## config.mk

```make
export PLATFORM = sky130hd
export DESIGN_NAME = aes_core_scheduler_flat
export DESIGN_NICKNAME = d
export VERILOG_FILES = /design/src/rtl/aes_core_scheduler_if.sv /design/src/rtl/aes_core_scheduler.sv /design/src/flat_wrapper.sv
export SDC_FILE = /design/constraint.sdc
export NUM_CORES = 1
export LEC_CHECK = 0
export ABC_AREA = 1
export CAP_MARGIN = 30
export CORE_AREA = 2 2 292 294
export CTS_CLUSTER_DIAMETER = 50
export DETAILED_ROUTE_END_ITERATION = 16
export DIE_AREA = 0 0 294 296
export DONT_BUFFER_PORTS = 1
export GPL_ROUTABILITY_DRIVEN = 0
export PLACE_DENSITY = 0.49
export SYNTH_ARGS = -nofsm -noshare
export SYNTH_HDL_FRONTEND = slang
export SYNTH_SLANG_ARGS = --single-unit
```

## constraint.sdc

```tcl
create_clock -name clk -period 2 [get_ports clk]
set_input_delay 0.2 -clock clk [delete_from_list [all_inputs] [get_ports clk]]
set_output_delay 0.2 -clock clk [all_outputs]
set_load 0.005 [all_outputs]
```

## src/rtl/aes_core_scheduler_if.sv

```systemverilog
// Request/response bundle between system masters and the AES core scheduler.
// Requester r uses bits [128r+127:128r] of req_plaintext and req_key.
interface aes_core_scheduler_if #(
    parameter int NUM_REQ = 2,
    parameter int ID_W    = 3
);
    logic [NUM_REQ-1:0]     req_valid;
    logic [NUM_REQ-1:0]     req_ready;
    logic [NUM_REQ*128-1:0] req_plaintext;
    logic [NUM_REQ*128-1:0] req_key;
    logic                   rsp_valid;
    logic                   rsp_ready;
    logic [127:0]           rsp_data;
    logic [ID_W-1:0]        rsp_id;
    logic                   rsp_err;

    // Requesters drive requests and accept responses.
    modport master (
        output req_valid, req_plaintext, req_key, rsp_ready,
        input  req_ready, rsp_valid, rsp_data, rsp_id, rsp_err
    );

    // The scheduler accepts requests and produces responses.
    modport slave (
        input  req_valid, req_plaintext, req_key, rsp_ready,
        output req_ready, rsp_valid, rsp_data, rsp_id, rsp_err
    );
endinterface

```

## src/rtl/aes_core_scheduler.sv

```systemverilog
// Round-robin scheduler sharing one AES128 core among NUM_REQ requesters.
// A granted 128-bit plaintext/key pair is sent to the core as 4 words (MSW
// first); the 4 returned words are packed {w0,w1,w2,w3} into a tagged response.
// A watchdog in WAIT turns a silent core into an error response.
//
// Handshakes: a request transfers on the rising edge where req_valid[r] and
// req_ready[r] are both high; a response transfers on the rising edge where
// rsp_valid and rsp_ready are both high. rsp_data/rsp_id/rsp_err are held
// stable while rsp_valid is high and rsp_ready is low.
module aes_core_scheduler #(
    parameter int NUM_REQ        = 2,
    parameter int ID_W           = 3,
    parameter int DATA_WIDTH     = 32,
    parameter int TIMEOUT_CYCLES = 64
) (
    input  logic                  clk,
    input  logic                  rst_n,
    aes_core_scheduler_if.slave   bus,
    output logic                  core_dv_out,
    output logic [DATA_WIDTH-1:0] core_pt_out,
    output logic [DATA_WIDTH-1:0] core_key_out,
    input  logic [DATA_WIDTH-1:0] core_data_in,
    input  logic                  core_dv_in,
    output logic                  busy,
    output logic [2:0]            dbg_state
);
    localparam int WD_W = $clog2(TIMEOUT_CYCLES + 1);

    typedef enum logic [2:0] {
        S_IDLE    = 3'd0,
        S_LOAD    = 3'd1,
        S_WAIT    = 3'd2,
        S_COLLECT = 3'd3,
        S_RESP    = 3'd4
    } state_t;

    state_t           state_q, state_d;
    logic [ID_W-1:0]  last_grant_q;
    logic [ID_W-1:0]  id_q;
    logic [127:0]     pt_q, key_q, data_q;
    logic [1:0]       word_cnt_q;
    logic [WD_W-1:0]  wd_cnt_q;
    logic             err_q;

    logic               gnt_any;
    logic [ID_W-1:0]    gnt_idx;
    logic [NUM_REQ-1:0] gnt_onehot;
    logic [127:0]       sel_pt, sel_key;
    logic               timeout;

    assign timeout = (wd_cnt_q == WD_W'(TIMEOUT_CYCLES - 1));

    // Round-robin pick: first valid requester at or after last_grant+1.
    always_comb begin
        gnt_any    = 1'b0;
        gnt_idx    = '0;
        gnt_onehot = '0;
        sel_pt     = '0;
        sel_key    = '0;
        for (int off = 0; off < NUM_REQ; off++) begin
            for (int r = 0; r < NUM_REQ; r++) begin
                if (!gnt_any && bus.req_valid[r] &&
                    (((int'(last_grant_q) + 1 + off) % NUM_REQ) == r)) begin
                    gnt_any       = 1'b1;
                    gnt_idx       = ID_W'(r);
                    gnt_onehot[r] = 1'b1;
                    sel_pt        = bus.req_plaintext[r*128 +: 128];
                    sel_key       = bus.req_key[r*128 +: 128];
                end
            end
        end
    end

    // State register; reset drops straight back to IDLE from anywhere.
    always_ff @(posedge clk or negedge rst_n) begin
        if (!rst_n) state_q <= S_IDLE;
        else        state_q <= state_d;
    end

    // Next-state logic.
    always_comb begin
        state_d = state_q;
        case (state_q)
            S_IDLE:    if (gnt_any) state_d = S_LOAD;
            S_LOAD:    if (word_cnt_q == 2'd3) state_d = S_WAIT;
            S_WAIT: begin
                if (core_dv_in)   state_d = S_COLLECT;
                else if (timeout) state_d = S_RESP;
            end
            S_COLLECT: if (core_dv_in && word_cnt_q == 2'd3) state_d = S_RESP;
            S_RESP:    if (bus.rsp_ready) state_d = S_IDLE;
            default:   state_d = S_IDLE;
        endcase
    end

    // Datapath: latch the grant, shift words out to the core, shift results in.
    always_ff @(posedge clk or negedge rst_n) begin
        if (!rst_n) begin
            last_grant_q <= ID_W'(NUM_REQ - 1);
            id_q         <= '0;
            pt_q         <= '0;
            key_q        <= '0;
            data_q       <= '0;
            word_cnt_q   <= '0;
            wd_cnt_q     <= '0;
            err_q        <= 1'b0;
        end else begin
            case (state_q)
                S_IDLE: begin
                    if (gnt_any) begin
                        pt_q         <= sel_pt;
                        key_q        <= sel_key;
                        id_q         <= gnt_idx;
                        last_grant_q <= gnt_idx;
                        word_cnt_q   <= 2'd0;
                        err_q        <= 1'b0;
                    end
                end
                S_LOAD: begin
                    pt_q       <= {pt_q[95:0], 32'h0};
                    key_q      <= {key_q[95:0], 32'h0};
                    word_cnt_q <= word_cnt_q + 2'd1;
                    wd_cnt_q   <= '0;
                    data_q     <= '0;
                end
                S_WAIT: begin
                    if (core_dv_in) begin
                        data_q     <= {data_q[95:0], core_data_in};
                        word_cnt_q <= 2'd1;
                    end else if (timeout) begin
                        data_q <= '0;
                        err_q  <= 1'b1;
                    end else begin
                        wd_cnt_q <= wd_cnt_q + WD_W'(1);
                    end
                end
                S_COLLECT: begin
                    if (core_dv_in) begin
                        data_q     <= {data_q[95:0], core_data_in};
                        word_cnt_q <= word_cnt_q + 2'd1;
                    end
                end
                default: ;
            endcase
        end
    end

    // Outputs decoded from state; req_ready is gated by rst_n so it is 0 in reset.
    assign core_dv_out   = (state_q == S_LOAD);
    assign core_pt_out   = core_dv_out ? pt_q[127 -: DATA_WIDTH]  : '0;
    assign core_key_out  = core_dv_out ? key_q[127 -: DATA_WIDTH] : '0;
    assign bus.req_ready = (state_q == S_IDLE && rst_n) ? gnt_onehot : '0;
    assign bus.rsp_valid = (state_q == S_RESP);
    assign bus.rsp_data  = data_q;
    assign bus.rsp_id    = id_q;
    assign bus.rsp_err   = err_q;
    assign busy          = (state_q != S_IDLE);
    assign dbg_state     = state_q;
endmodule
```

## src/flat_wrapper.sv

```systemverilog
// flat-port wrapper written by rule: the top's interface ports become plain ports
module aes_core_scheduler_flat 
#(
    parameter int NUM_REQ        = 2,
    parameter int ID_W           = 3,
    parameter int DATA_WIDTH     = 32,
    parameter int TIMEOUT_CYCLES = 64
)
  (clk, rst_n, core_dv_out, core_pt_out, core_key_out, core_data_in, core_dv_in, busy, dbg_state, bus_req_valid, bus_req_plaintext, bus_req_key, bus_rsp_ready, bus_req_ready, bus_rsp_valid, bus_rsp_data, bus_rsp_id, bus_rsp_err);
  aes_core_scheduler_if #(.NUM_REQ(NUM_REQ), .ID_W(ID_W)) bus_i ();
  input  logic clk;
  input  logic rst_n;
  output logic core_dv_out;
  output logic [DATA_WIDTH-1:0] core_pt_out;
  output logic [DATA_WIDTH-1:0] core_key_out;
  input  logic [DATA_WIDTH-1:0] core_data_in;
  input  logic core_dv_in;
  output logic busy;
  output logic [2:0] dbg_state;
  input wire logic [$bits(bus_i.req_valid)-1:0] bus_req_valid;
  input wire logic [$bits(bus_i.req_plaintext)-1:0] bus_req_plaintext;
  input wire logic [$bits(bus_i.req_key)-1:0] bus_req_key;
  input wire logic [$bits(bus_i.rsp_ready)-1:0] bus_rsp_ready;
  output wire logic [$bits(bus_i.req_ready)-1:0] bus_req_ready;
  output wire logic [$bits(bus_i.rsp_valid)-1:0] bus_rsp_valid;
  output wire logic [$bits(bus_i.rsp_data)-1:0] bus_rsp_data;
  output wire logic [$bits(bus_i.rsp_id)-1:0] bus_rsp_id;
  output wire logic [$bits(bus_i.rsp_err)-1:0] bus_rsp_err;
  assign bus_i.req_valid = bus_req_valid;
  assign bus_i.req_plaintext = bus_req_plaintext;
  assign bus_i.req_key = bus_req_key;
  assign bus_i.rsp_ready = bus_rsp_ready;
  assign bus_req_ready = bus_i.req_ready;
  assign bus_rsp_valid = bus_i.rsp_valid;
  assign bus_rsp_data = bus_i.rsp_data;
  assign bus_rsp_id = bus_i.rsp_id;
  assign bus_rsp_err = bus_i.rsp_err;
  aes_core_scheduler #(.NUM_REQ(NUM_REQ), .ID_W(ID_W), .DATA_WIDTH(DATA_WIDTH), .TIMEOUT_CYCLES(TIMEOUT_CYCLES)) u_core (.clk(clk), .rst_n(rst_n), .bus(bus_i), .core_dv_out(core_dv_out), .core_pt_out(core_pt_out), .core_key_out(core_key_out), .core_data_in(core_data_in), .core_dv_in(core_dv_in), .busy(busy), .dbg_state(dbg_state));
endmodule
```

==> results of run 1 <==
cell usage in the layout (no fill, tap or decap), drive strengths merged, types with 11 or more instances in the layout:
master	count
buf	124
o21ai	142
clkinv	11
nor3	74
clkbuf	78
nand3	428
nor2	304
dlygate4sd3	546
nand4	116
nand2	852
dfrtp	398
inv	92
diode	13
critical path, delay by kind of cell (launching register included):
family                 cells  cell delay [ps]
and+or+nand+nor            3              340
buffers and inverters      4              540
DFF                        1              420
layout make-up:
| type | instances | area [sq um] | share of cell area [%] |
|---|---|---|---|
| Sequential cell | 399 | 9987 | 33.61 |
| Inverter | 80 | 337.8 | 1.137 |
| Timing Repair Buffer | 674 | 7036 | 23.67 |
| Clock inverter | 34 | 441.7 | 1.486 |
| Multi-Input combinational cell | 1935 | 8885 | 29.90 |
| Tap cell | 1090 | 1364 | 4.589 |
| Antenna cell | 13 | 32.53 | 0.1095 |
| Clock buffer | 77 | 1635 | 5.503 |
registers in the layout, summed over array words and instances, names as in the netlist:
register             flops
u_core.bus.rsp_id        1
u_core.wd_cnt_q          7
u_core.last_grant_q      1
u_core.bus.rsp_data    128
u_core.bus.rsp_err       1
u_core.word_cnt_q        2
u_core.dbg_state         3
u_core.key_q           128
u_core.pt_q            128
cell families (layout without fill, tap and decap cells):
group | after synthesis | count (layout) | share of synthesized area, %
DFF | 399 | 399 | 50.51
xor gates and xnor gates | 2 | 2 | 0.08862
other | 1 | 15 | 0.01897
AOI/OAI and AO/OA | 152 | 152 | 3.924
and+or+nand+nor | 1776 | 1777 | 38.61
buffers and inverters | 286 | 865 | 6.715
adders and majority gates | 2 | 2 | 0.1266
final timing paths:
kind | slack, ps | endpoint | from
min in group clk | 70 | u_core.pt_q[121] | bus_req_plaintext[249]
worst max-delay path | -130 | core_key_out[5] | u_core.dbg_state[0]
worst min-delay path | -690 | u_core.bus.rsp_data[19] | rst_n
max in group asynchronous | 620 | u_core.pt_q[109] | rst_n
worst max register to register | 80 | u_core.pt_q[69] | u_core.dbg_state[1]
worst min register to register | 480 | u_core.pt_q[114] | u_core.pt_q[114]
cell usage after synthesis (4+ instances only):
cell and number:
nand3_1 424, buf_6 10, buf_4 17, nor3_1 74, nand2_1 850, o21ai_0 18, nand4_1 116, buf_2 92
nand3_2 4, a21oi_1 4, clkbuf_1 70, o21ai_1 124, dfrtp_1 398, inv_2 5, nor2_1 301, buf_1 17
inv_1 75, o211ai_1 5
power groups by stage:
stage	logic, mW	clock network [mW]	registers, mW
4_1_cts	20.6	11.2	13.3
5_1_grt	23.4	11.6	13.7
3_5_place_dp	17.9	0	13.4
6_report	21.1	11.0	13.4
3_3_place_gp	17.8	0	13.4
2_1_floorplan	12.3	0	12.5
through the flow:
| step | instances | TNS, ps | setup WS (ps) | power, mW |
|---|---|---|---|---|
| floorplan | 2619 | 0 | 324.9 | 24.80 |
| global placement | 3603 | 0 | 167.5 | 31.19 |
| detailed placement | 3603 | 0 | 86.85 | 31.32 |
| CTS | 4277 | -9156 | -209.3 | 45.14 |
| global route | 4300 | -10280 | -248.5 | 48.63 |
| finish | 4302 | -4179 | -130.3 | 45.48 |
routing by layer:
| layer | global-route usage [%] | wire length (um) |
|---|---|---|
| met5 | 0 | 28 |
| met4 | 8.972 | 3900 |
| met3 | 4.856 | 7398 |
| met2 | 30.97 | 40870 |
| met1 | 25.43 | 38050 |
what timing repair did:
item                                    CTS  global route
hold endpoints to repair                698           399
pin swaps                                 4             6
gates cloned                              7             1
resized for setup                        96            45
endpoints found under the setup margin   67            73
buffers inserted                         10            12
==> results.ini, run 1 <==
[floorplan]
initial_core_util_pct = 23.48
die_y_um = 296
die_w_um = 294
rows = 107
io_pins = 754
die_area_sq_um = 87020
core_area_sq_um = 84210

[power]
switchingPower_mw = 20.01
sw_frac_of_total_pct = 43.99
power.leakage_nw = 13.07
power_density_nw_per_um2 = 1530
p_comb_share_pct = 46.4
p_seq_share_pct = 29.4
clock_power_share_pct = 24.1
ir_drop_mv = 0.9916
intPower_mw = 25.48

[yosys]
yosysSeqAreaShare_pct = 50.51
synth-async-reset-ratio_pct = 100.0
synth_area_leaders = dfrtp_1, nand2_1, nand3_1
yosys_most_used_dff = dfrtp_1
ys_types = 29
yosysTopAreaCell = dfrtp_1
yosysWarnings = 0
synth_area_per_cell_sq_um = 7.551
synth_area_sq_um = 19770
ys_seq_elements = 399
synthCells = 2618
synth_top_area_share_pct = 50.38
synth_edf_count = 0

[run_status]
violations = negative hold slack, max-slew violations, negative setup slack
status = finished with violations

[global_routing]
grt_pass1_vias = 21320
grt.total_usage_pct = 19.67
grt_max_degree = 401
grt_pass1_wl_um = 131400
antenna_found_initial = 12
grt-ovfl-total = 0

[route]
firstDrtPassIters = 6
drt_wl_total_um = 90250
drc = 0
drt_iter0_drc = 1688
route.antenna.remaining_nets = 0
vias = 21150
via_per_inst = 4.917
post_drt_wl_per_cell_um = 20.98

[clocking]
hold_buffers = 546
clock-sinks = 399
clock-root-buffer = clkbuf_16
cts_buffers = 60
worstSkewPairLatency_ps = 650
clk_pin_slew_ps = 50
clock_path_buffers = 3
cts_tree = done
cts_max_level = 2

[worst_setup_path]
crit_fanout = 8
crit_slowest_cell = dfrtp_1
worst_path_largest_cell_delay_ps = 420
critPathMostFrequentCell = nor2_4
worstSetupPathType = reg -> out
crit_path_start_kind = flip-flop
worstPathCellList = inv_2 -> nor2_4 -> buf_6 -> nand2_8 -> buf_16 -> buf_4 -> nor2_4
rr_worst_depth = 7
critPathArrivalTime_ps = 1930
worstPathRequired_ps = 1800
critPathCaptureType = primary output

[sta]
period_minus_slack_ps = 2130
setup_ws_ps = -130.3
min_period_over_period_pct = 106.5
slew_headroom_pct = -78.03
worst_pin_slew_ps = 2670
timing_hold_violations_final = 399
finalSetupViolCount = 54
drv_slew = 248
whs_ps = -693.4
fin_worst_skew_ps = 51.13
fmax_mhz = 469.4
rsz0062_at_grt = true

[cells_and_area]
area_delta_synth_final_pct = 50.33
final_core_util_pct = 35.29
fillCellCount = 8555
postLayoutCellArea_sq_um = 29720
drive_above_1_share_pct = 10.10
nNetsFinal = 3702

[placed_design]
io_buffers = 0
place_area_sq_um = 21290
place.detailed.hpwl_um = 59990

[hold_path]
holdCritPathClass = in -> async

[run]
max-cap-violations = 0

No activity file was read; power rests on OpenSTA's default activity.
==> run 2: changes to the inputs <==
--- a/config.mk
+++ b/config.mk
@@ -7,13 +7,15 @@
 export LEC_CHECK = 0
 export ABC_AREA = 1
 export CAP_MARGIN = 30
-export CORE_AREA = 2 2 292 294
+export CELL_PAD_IN_SITES_DETAIL_PLACEMENT = 2
+export CELL_PAD_IN_SITES_GLOBAL_PLACEMENT = 2
+export CORE_AREA = 2 2 291 293
 export CTS_CLUSTER_DIAMETER = 50
 export DETAILED_ROUTE_END_ITERATION = 16
-export DIE_AREA = 0 0 294 296
+export DIE_AREA = 0 0 293 295
 export DONT_BUFFER_PORTS = 1
 export GPL_ROUTABILITY_DRIVEN = 0
-export PLACE_DENSITY = 0.49
+export PLACE_DENSITY = 0.71
 export SYNTH_ARGS = -nofsm -noshare
 export SYNTH_HDL_FRONTEND = slang
 export SYNTH_SLANG_ARGS = --single-unit
==> results.ini, run 2 (same netlist as run 1, synthesis figures left out) <==
[worst_setup_path]
crit_slowest_cell = inv_1
crit_fanout = 400
worstSetupPathType = in -> out
critPathArrivalTime_ps = 2100
critPathCaptureType = primary output
worstPathRequired_ps = 1800
crit_buf_inv = 1
worstPathCellList = inv_1 -> nor4_4
worst_path_largest_cell_delay_ps = 780
crit_path_start_kind = primary input
crit_family = buffers and inverters

[cells_and_area]
area_delta_synth_final_pct = 70.15
nNetsFinal = 3790
drive_above_1_share_pct = 21.67
multi_input_area_sq_um = 10630
final_cell_mix = nand2_1, dlygate4sd3_1, dfrtp_1
postLayoutCellArea_sq_um = 33640
final_common_cell = nand2_1
regArea_sq_um = 9986
fillCellCount = 8843

[global_routing]
grt-ovfl-total = 0
antenna_found_initial = 57
grt.total_usage_pct = 26.37
grt_max_degree = 401
grt_pass1_wl_um = 172700
grt_pass1_vias = 26020

[clocking]
cts_max_level = 3
clock_path_buffers = 3
clk_pin_slew_ps = 50
hold_buffers = 543
clock-sinks = 399
clock-root-buffer = clkbuf_16
cts_tree = done
cts_buffers = 66
worstSkewPairLatency_ps = 610

[placed_design]
io_buffers = 0
place_area_sq_um = 21290
place.detailed.hpwl_um = 62750

[sta]
min_period_over_period_pct = 114.8
drv_slew = 210
whs_ps = -687.6
period_minus_slack_ps = 2296
fmax_mhz = 435.6
finalSetupViolCount = 308
worst_pin_slew_ps = 2330
slew_headroom_pct = -55.33
timing_hold_violations_final = 398
fin_worst_skew_ps = 45.47
rsz0062_at_grt = true
setup_ws_ps = -295.6

[route]
via_per_inst = 5.554
route.antenna.remaining_nets = 0
drt_wl_total_um = 143200
drt_iter0_drc = 1715
vias = 24640
post_drt_wl_per_cell_um = 32.29
firstDrtPassIters = 6
drc = 0

[power]
power_mw = 63.73
power_density_nw_per_um2 = 1895
power.leakage_nw = 14.90
ir_drop_mv = 0.7372

[floorplan]
die_area_sq_um = 86440
die_w_um = 293
initial_core_util_pct = 23.77
core_area_sq_um = 83160
io_pins = 754
rows = 106
die_y_um = 295

[hold_path]
holdCritPathClass = in -> async

[run_status]
status = finished with violations
violations = negative hold slack, max-slew violations, negative setup slack

[run]
max-cap-violations = 0

==> run 2: changes by cell type in the layout (fill, tap and decap cells not counted), sizes merged, moves of 2 or more <==
cell,delta
bufinv,-3
dlygate4sd3,-3
clkinv,+11
inv,+2
diode,+53
buf,+48
clkbuf,+35
==> run 2: timing repair <==
item	in CTS	in global routing
setup endpoints to repair	66	291
endpoints found under the hold margin	696	399
cloned	10	50
pin swaps	5	86
setup buffers	14	46
resized for setup	139	535
==> run 2: final timing paths <==
path | start | end | slack (ps) | depth (start not counted)
hold / removal | rst_n | u_core.key_q[106] | -690 | 0
max in group asynchronous | rst_n | u_core.bus.rsp_data[124] | 860 | 0
setup / recovery | rst_n | bus_req_ready[0] | -300 | 2
min in group clk | bus_req_key[230] | u_core.key_q[102] | 80 | 4
hold reg to reg | u_core.pt_q[75] | u_core.pt_q[75] | 490 | 2
setup reg to reg | u_core.dbg_state[2] | u_core.pt_q[58] | -250 | 11
==> run 2: final cells by class <==
class / instances / share of cell area, %
Multi-Input combinational cell: 1935 / 31.60
Sequential cell: 399 / 29.69
Timing Repair Buffer: 751 / 26.29
Clock buffer: 81 / 5.289
Tap cell: 1080 / 4.017
Clock inverter: 39 / 1.350
Inverter: 80 / 1.056
Antenna cell: 66 / 0.4910
Timing Repair inverter: 5 / 0.2120
==> run 2: routing by layer <==
layer  share of wire, %  global-route usage, %  vias up
li1                   -                      -     9946
met1                 35                  28.37    12430
met2                 49                  46.03     1558
met3                7.8                  6.931      697
met4                8.5                  16.84        2
met5             0.0049                      0        -
==> run 2: through the flow <==
| stage | TNS, ps | utilization [%] | std cells | setup slack, ps |
|---|---|---|---|---|
| global route | -54710 | 40.43 | 4430 | -445.1 |
| detailed placement | 0 | 25.61 | 3588 | 28.73 |
| global placement | 0 | 25.61 | 3588 | 129.0 |
| floorplan | 0 | - | 2619 | 324.9 |
| CTS | -9248 | 35.94 | 4275 | -218.9 |
| finish | -24700 | 40.45 | 4436 | -295.6 |
==> run 2: worst register-to-register path: cells and delay by family (launching register included) <==
| kind | cells | cell delay [ps] |
|---|---|---|
| buf+inv | 7 | 1080 |
| simple gates | 4 | 580 |
| flops | 1 | 410 |
==> run 2: power breakdown <==
part / total (mW) / switching, mW / leakage [nW] / internal [mW]
clock network: 11.9 / 4.98 / 1.08 / 6.92
registers: 14.6 / 3.51 / 5.18 / 11.1
logic: 37.2 / 22.5 / 8.64 / 14.7
total: 63.7 / 30.9 / 14.9 / 32.8
==> run 3: changes to the inputs <==
--- a/config.mk
+++ b/config.mk
@@ -9,13 +9,14 @@
 export CAP_MARGIN = 30
 export CELL_PAD_IN_SITES_DETAIL_PLACEMENT = 2
 export CELL_PAD_IN_SITES_GLOBAL_PLACEMENT = 2
-export CORE_AREA = 2 2 291 293
+export CORE_AREA = 2 2 296 298
 export CTS_CLUSTER_DIAMETER = 50
 export DETAILED_ROUTE_END_ITERATION = 16
-export DIE_AREA = 0 0 293 295
+export DIE_AREA = 0 0 298 300
 export DONT_BUFFER_PORTS = 1
 export GPL_ROUTABILITY_DRIVEN = 0
-export PLACE_DENSITY = 0.71
+export PLACE_DENSITY = 0.69
+export RECOVER_POWER = 25
 export SYNTH_ARGS = -nofsm -noshare
 export SYNTH_HDL_FRONTEND = slang
 export SYNTH_SLANG_ARGS = --single-unit
==> constraint.sdc (replaced) <==
create_clock -name clk -period 2.86 [get_ports clk]
set_input_delay 0.286 -clock clk [delete_from_list [all_inputs] [get_ports clk]]
set_output_delay 0.286 -clock clk [all_outputs]
set_load 0.005 [all_outputs]
==> results.ini, run 3 (same netlist as run 1, synthesis figures left out) <==
[run_status]
status = finished with violations
violations = negative hold slack, max-slew violations

[clocking]
clock-root-buffer = clkbuf_16
cts_tree = done
clk_pin_slew_ps = 50
worstSkewPairLatency_ps = 610
hold_buffers = 523
cts_setup_buffers = 0
cts_buffers = 71
cts_max_level = 3
clock-sinks = 399
clock_path_buffers = 3

[cells_and_area]
final_core_util_pct = 33.13
final_common_cell = nand2_1
drive_above_1_share_pct = 6.113
area_delta_synth_final_pct = 44.46
fillCellCount = 9720
final_cell_mix = nand2_1, dlygate4sd3_1, nand3_1
regArea_sq_um = 9990
multi_input_area_sq_um = 8532
nNetsFinal = 3605

[worst_setup_path]
worstSetupPathType = reg -> out
worst_path_largest_cell_delay_ps = 500
crit_path_start_kind = flip-flop
critPathArrivalTime_ps = 2490
critPathCaptureType = primary output
worstPathRequired_ps = 2570
crit_slowest_cell = dfrtp_2
worstPathCellList = inv_2 -> nor2_4 -> nand2_4 -> buf_12 -> buf_4 -> nor2_1
crit_fanout = 71

[floorplan]
die_area_sq_um = 89400
io_pins = 754
initial_core_util_pct = 22.93
core_area_sq_um = 86210
die_y_um = 300
die_w_um = 298
rows = 108

[sta]
tns_ps = 0
drv_slew = 225
worst_pin_slew_ps = 2511
min_period_over_period_pct = 96.90
rsz0062_at_grt = false
timing_hold_violations_final = 398
finalSetupViolCount = 0
period_minus_slack_ps = 2771
fin_worst_skew_ps = 20.73
fmax_mhz = 360.8
whs_ps = -623.1
slew_headroom_pct = -67.41

[global_routing]
grt_max_degree = 401
grt-ovfl-total = 0
grt_pass1_wl_um = 162600
grt.total_usage_pct = 24.10
antenna_found_initial = 25
grt_pass1_vias = 24630

[route]
vias = 21630
firstDrtPassIters = 5
drc = 0
route.antenna.remaining_nets = 0
post_drt_wl_per_cell_um = 25.90
via_per_inst = 5.052
drt_iter0_drc = 1431
drt_wl_total_um = 110900

[placed_design]
io_buffers = 0
place.detailed.hpwl_um = 67000

[hold_path]
holdCritPathClass = in -> async

[power]
power.leakage_nw = 12.85
power_density_nw_per_um2 = 1218
ir_drop_mv = 0.6566

[run]
max-cap-violations = 0

-- run 3: repair_timing --
| action | CTS | global route |
|---|---|---|
| resized for setup | 3 | 8 |
| hold endpoints to repair | 683 | 399 |
| setup endpoints to repair | 21 | 130 |
| gates cloned | 0 | 0 |
-- run 3: final cells by class --
cell class	count	share of cell area (%)
Antenna cell	18	0.1577
Clock buffer	86	6.738
Clock inverter	42	1.612
Inverter	80	1.113
Multi-Input combinational cell	1934	29.88
Sequential cell	399	34.98
Tap cell	1155	5.060
Timing Repair Buffer	567	20.46
-- run 3: worst paths after layout --
| path | slack [ps] | from | cells after the start | endpoint |
|---|---|---|---|---|
| min reg2reg | 490 | u_core.pt_q[108] | 2 | u_core.pt_q[108] |
| min | -620 | rst_n | 0 | u_core.pt_q[7] |
| min in group clk | 40 | bus_req_key[220] | 4 | u_core.key_q[92] |
| max | 90 | u_core.dbg_state[0] | 6 | core_key_out[13] |
| max reg2reg | 140 | u_core.dbg_state[1] | 7 | u_core.pt_q[97] |
| max in group asynchronous | 1500 | rst_n | 0 | u_core.pt_q[108] |
-- run 3: per-stage QoR --
stage / total power [mW] / cells / area, sq um / setup WS [ps] / hold WS (ps)
after detailed placement: 21.84 / 3612 / 20860 / 451.0 / -2.297
after global routing: 36.89 / 4276 / 28550 / 3.322 / -674.2
final: 34.79 / 4281 / 28560 / 88.69 / -623.1
after floorplan: 17.34 / 2619 / 19770 / 1179 / -9.591
after global placement: 21.22 / 3612 / 20860 / 538.4 / -0.2384
after CTS: 33.81 / 4263 / 28480 / 65.20 / -686.0
-- run 3: layer usage --
layer	up-vias	share of wire [%]	track usage, %
met1	11000	40	28.59
met2	865	49	40.59
li1	9479	-	-
met4	12	4.7	11.67
met3	275	6.6	6.265
met5	-	0.059	0
-- run 3: worst max-delay path, delay by kind of cell (launching register included) --
| kind | cells | cell delay [ps] |
|---|---|---|
| buf+inv | 3 | 640 |
| flops | 1 | 500 |
| simple gates | 3 | 640 |
-- run 3: report_power, final --
part / internal [mW] / total [mW] / switching (mW)
combinational: 6.16 / 16.3 / 10.2
clock: 5.40 / 8.77 / 3.37
sequential: 7.78 / 9.66 / 1.88
